**config.mk**
```make
export PLATFORM = sky130hd
export DESIGN_NAME = otp_fuse_cell
export DESIGN_NICKNAME = d
export VERILOG_FILES = /design/src/rtl/otp_fuse_cell.sv
export SDC_FILE = /design/constraint.sdc
export NUM_CORES = 1
export LEC_CHECK = 0
export BUFFER_PORTS_ARGS = -buffer_cell sky130_fd_sc_hd__buf_4
export CAP_MARGIN = 25
export CELL_PAD_IN_SITES_DETAIL_PLACEMENT = 0
export CELL_PAD_IN_SITES_GLOBAL_PLACEMENT = 1
export CORE_AREA = 2 2 39 41
export CTS_BUF_LIST = sky130_fd_sc_hd__clkbuf_8 sky130_fd_sc_hd__clkbuf_16
export DETAILED_ROUTE_END_ITERATION = 6
export DIE_AREA = 0 0 41 43
export PLACE_DENSITY = 0.42
export SYNTH_ARGS = -nofsm -noshare
export SYNTH_HDL_FRONTEND = slang
export SYNTH_SLANG_ARGS = --single-unit
```
**constraint.sdc**
```tcl
create_clock -name clk -period 1.8 [get_ports clk]
set_clock_uncertainty 0.15 [all_clocks]
set_input_delay 0.54 -clock clk [delete_from_list [all_inputs] [get_ports clk]]
set_output_delay 0.54 -clock clk [all_outputs]
set_load 0.005 [all_outputs]
```
**src/rtl/otp_fuse_cell.sv**
```systemverilog
// One OTP cell: consecutive-bias counter plus fuse.
// blown_nxt exposes the fuse value after this edge.
module otp_fuse_cell #(
   parameter int PROG_CYCLES = 4
) (
   input  logic clk,
   input  logic reset,
   input  logic prog_bias,
   output logic blown,
   output logic blown_nxt
);

   localparam int CW = $clog2(PROG_CYCLES + 1);
   localparam logic [CW-1:0] CMAX  = CW'(PROG_CYCLES);
   localparam logic [CW-1:0] CLAST = CW'(PROG_CYCLES - 1);

   logic [CW-1:0] cnt;

   // the fuse blows on the edge that completes the run
   assign blown_nxt = blown | (prog_bias && (cnt >= CLAST));

   // count consecutive biased cycles, saturating; fuse is sticky
   always_ff @(posedge clk or posedge reset) begin
      if (reset) begin
         cnt   <= '0;
         blown <= 1'b0;
      end else begin
         blown <= blown_nxt;
         if (!prog_bias)
            cnt <= '0;
         else if (cnt != CMAX)
            cnt <= cnt + CW'(1);
      end
   end

endmodule

```
# --- Yosys cells after proc, flatten, opt, wreduce, memory -nomap -nowiden ---
# Index checks and enable logic that the tools add are counted.
word_totals:
  reg_bits: 4
  latch_bits: 0
  mem_bits_rw: 0
  mem_bits_ro: 0
  input_bits: 3
  out_inout_bits: 2
  elab_cells: 10
  mem_count: 0
classes:
  n_addsub: 1
  mul: 0
  div: 0
  order_cmp: 1
  n_eq_ne: 2
  n_shift: 0
  muxes: 2
  n_bitwise: 1
  n_reduce_logical: 1
op_table:
  columns: ["cell", "count"]
  rows:
  - ["$mux 3", 2]
  - ["$add 3x1->3 const B", 1]
  - ["$ge 3x2->1 const B", 1]
  - ["$ne 3x3->1 const B", 1]
  - ["$ne 2x1->1 const B", 1]
  - ["$logic_and 1x1->1", 1]
  - ["$or 1x1->1", 1]

# --- Depth between registers and ports, before layout ---
depth:
  depth_word: 3
  depth_mapped: 4
  mapped_depth_nobuf: 4

# --- Least setup slack after synthesis ---
# No wires, ideal clock.
synth_timing:
  path_kind: "register to output"
  from: "reg cnt[0]"
  to: "out blown_nxt"
  arrival_time_ps: 1021
  required_time_ps: 1110
  slack_ps: 89
  stages_incl_launch_ff: 5
  path_cell_list: "dfrtp_1 -> ha_1 -> ha_1 -> a211oi_1 -> o21bai_1"
synth_between:
  elab_chain_cells: 3
synth_rtl:
  columns: ["element", "line", "rtl"]
  rows:
  - ["from (decl)", "17", "logic [CW-1:0] cnt;"]
  - ["from (signal assigned)", "32", "cnt <= cnt + CW'(1);"]
  - ["$ge 3x2->1", "20", "assign blown_nxt = blown | (prog_bias && (cnt >= CLAST));"]
  - ["$logic_and 1x1->1", "20", null]
  - ["$or 1x1->1", "20", null]
  - ["to (decl)", "10", "output logic blown_nxt"]
# Every way passes these cells.

# --- Final worst setup path ---
# Ends and elaborated chain as after synthesis.

==> flow_summary.yaml <==
pwr:
  power.share.switching_pct: 27.2
  p_switching_mw: 0.129
  power_leakage_nw: 0.165
  ir_drop_uv: 522
  clkPwrFrac_pct: 38.7
  total_power_mw: 0.476
  seqPwrFrac_pct: 27.3
  comb_power_share_pct: 34.1
  intPower_mw: 0.347
  powerDensity_nw_per_um2: 1390
synthesis:
  synthArstFlopShare_pct: 100
  yosysUniqueCellTypes: 10
  ys_seq_area_share_pct: 45.7
  synth_area_per_cell_sq_um: 9.95
  synth-warning-count: 0
  syn_nets: 28
  yosys-top-cells-count: "inv_1, dfrtp_1, a21oi_1, ha_1, nand3_1"
  ys_ff_latch: 4
  syn_area_sq_um: 219
  synth_top_cells_by_area: "dfrtp_1, ha_1, inv_1"
  synth_top_area_share_pct: 45.7
  synth_top_area_cell: "dfrtp_1"
  synth_edf_count: 0
  synthCells: 22
  yosys_most_used_dff: "dfrtp_1"
  synth_most_common_cell: "inv_1"
critical_path:
  r2r_setup_slack_ps: 430
  worstPathRequired_ps: 1110
  r2r-end: "cnt[1]"
  reg2reg_from: "cnt[0]"
  endpoint_kind: "output port"
  cp_max_fo: 2
  reg2reg_depth: 5
  cp-start-kind: "register"
  cp.arrival_ps: 1330
  crit_type: "reg2out"
run:
  maxCapViolations: 0
die:
  core-area_sq_um: 1380
  die_w_um: 41
  start_util_pct: 15.8
  die_h_um: 43
  dieArea_sq_um: 1760
  pin_count: 5
  num_rows: 14
timing:
  slew_headroom_pct: 88.0
  fin_ws_ps: -221
  min_period_ps: 2020
  rsz0062_at_grt: "yes"
  worst_slew_pin_slew_ps: 179
  fmax_mhz: 495
  setup-violations-final: 1
  timing.final.crit_share_pct: 112
  drv_slew: 0
  final-hold-violation-count: 0
global_route:
  grt_max_degree: 6
  grt_overflow_total: 0
  grt_pass1_vias: 199
  grt_pass1_wl_um: 683
  antenna_found_initial: 0
  grt_usage_pct: 6.25
drt:
  drt_first_pass_iters: 4
  routed_via_density: 3.94
  routedWlPerCell_um: 8.65
  wirelength_um: 415
  dr_total_vias: 189
  final_antenna_net_count: 0
  drt_iter0_drc: 2
  drcViolationCount: 0
placement:
  portBuffers: 4
  dp_hpwl_um: 313
  preCtsSetupSlack_ps: -66.9
  placed_area_sq_um: 292
  gp_congestion: 0.643
finish:
  syn_to_final_growth_pct: 56.6
  final_area_sq_um: 343
  nets: 40
  drive_gt1_share_pct: 43.8
  n_antenna_cell: 0
  num-fill-cells: 152
worst_hold_path:
  hold_path.class: "in2async"
clock_tree:
  cts_tree: "yes"
  insertion_delay_ps: 210
  root_buffer: "clkbuf_8"
  cts_buffer_depth: 2
  cts_made_buffers: 3
  h-tree-depth: 1
  clkTransAtPathRegs_ps: 30
  cts.sinks: 4
run_status:
  status: "finished, violations left"
  violations: "negative setup slack"
## metal layers
layer / share of wire (%) / GRT usage [%]
met3: 6.0 / 2.62
met4: 0 / 9.33
met5: 0 / 0
met2: 61 / 8.13
met1: 33 / 5.54
## how the worst max path moves through the flow
stage | from | to | slack [ps] | cells after the start
2_1_floorplan | cnt[0] | blown_nxt | 90 | 4
3_3_place_gp | cnt[0] | blown_nxt | -70 | 5
3_5_place_dp | cnt[0] | blown_nxt | -70 | 5
4_1_cts | cnt[0] | blown_nxt | -250 | 5
5_1_grt | cnt[0] | blown_nxt | -290 | 5
6_report | cnt[0] | blown_nxt | -220 | 5
## power groups by stage
| stage | clock, mW | combinational, mW | sequential (mW) |
|---|---|---|---|
| after floorplan | 0 | 0.0810 | 0.138 |
| after global placement | 0 | 0.154 | 0.129 |
| after detailed placement | 0 | 0.154 | 0.129 |
| after CTS | 0.191 | 0.165 | 0.130 |
| after global routing | 0.196 | 0.184 | 0.133 |
| final | 0.184 | 0.162 | 0.130 |
## layout by cell type (no fill, tap or decap)
cell and instances:
ha_1 1, a21oi_1 3, dfrtp_1 4, a21bo_1 1, inv_1 5, clkbuf_8 3
o21bai_1 1, a21o_2 1, ha_2 2, a211oi_2 1, buf_4 7, nand2_1 1
nand3_1 2
## final cells by class
cell class / instances / area (sq um) / share of cell area, %
Inverter: 5 / 18.8 / 5.47
Timing Repair Buffer: 7 / 52.6 / 15.3
Clock buffer: 3 / 41.3 / 12.0
Tap cell: 16 / 20.0 / 5.84
Multi-Input combinational cell: 13 / 110 / 32.1
Sequential cell: 4 / 100 / 29.2
## metrics by stage
step                hold WS (ps)  TNS [ps]  util, %  instances
finish                      57.1      -221     24.8         48
floorplan                    156         0        -         22
CTS                         57.1      -251     24.8         48
detailed placement           285     -66.9     21.1         45
global route                65.6      -286     24.8         48
global placement             286     -65.3     21.1         45
## repair_timing
| action | 4_1_cts | 5_1_grt |
|---|---|---|
| gates resized for setup | 3 | 0 |
| pin swaps | 1 | 1 |
| setup buffers | 0 | 0 |
| setup endpoints to repair | 1 | 1 |
| hold buffers | 0 | 0 |
## cell families (layout without fill, tap and decap cells)
group | Yosys count | after routing | share of synthesized area, %
AOI/OAI and AO/OA | 7 | 7 | 22.3
buffers and inverters | 5 | 15 | 8.57
DFF | 4 | 4 | 45.7
adders and majority gates | 3 | 3 | 17.1
and+or+nand+nor | 3 | 3 | 6.28
## critical path, cell delays in order (launching register included)
cell and delay [ps]:
dfrtp_1 380, ha_2 190, ha_2 160, a211oi_2 130, o21bai_1 100, buf_4 140
## state kept, by name, summed over array words and instances (netlist names)
signal  count
cnt         3
blown       1
No activity file was read; power rests on OpenSTA's default activity.
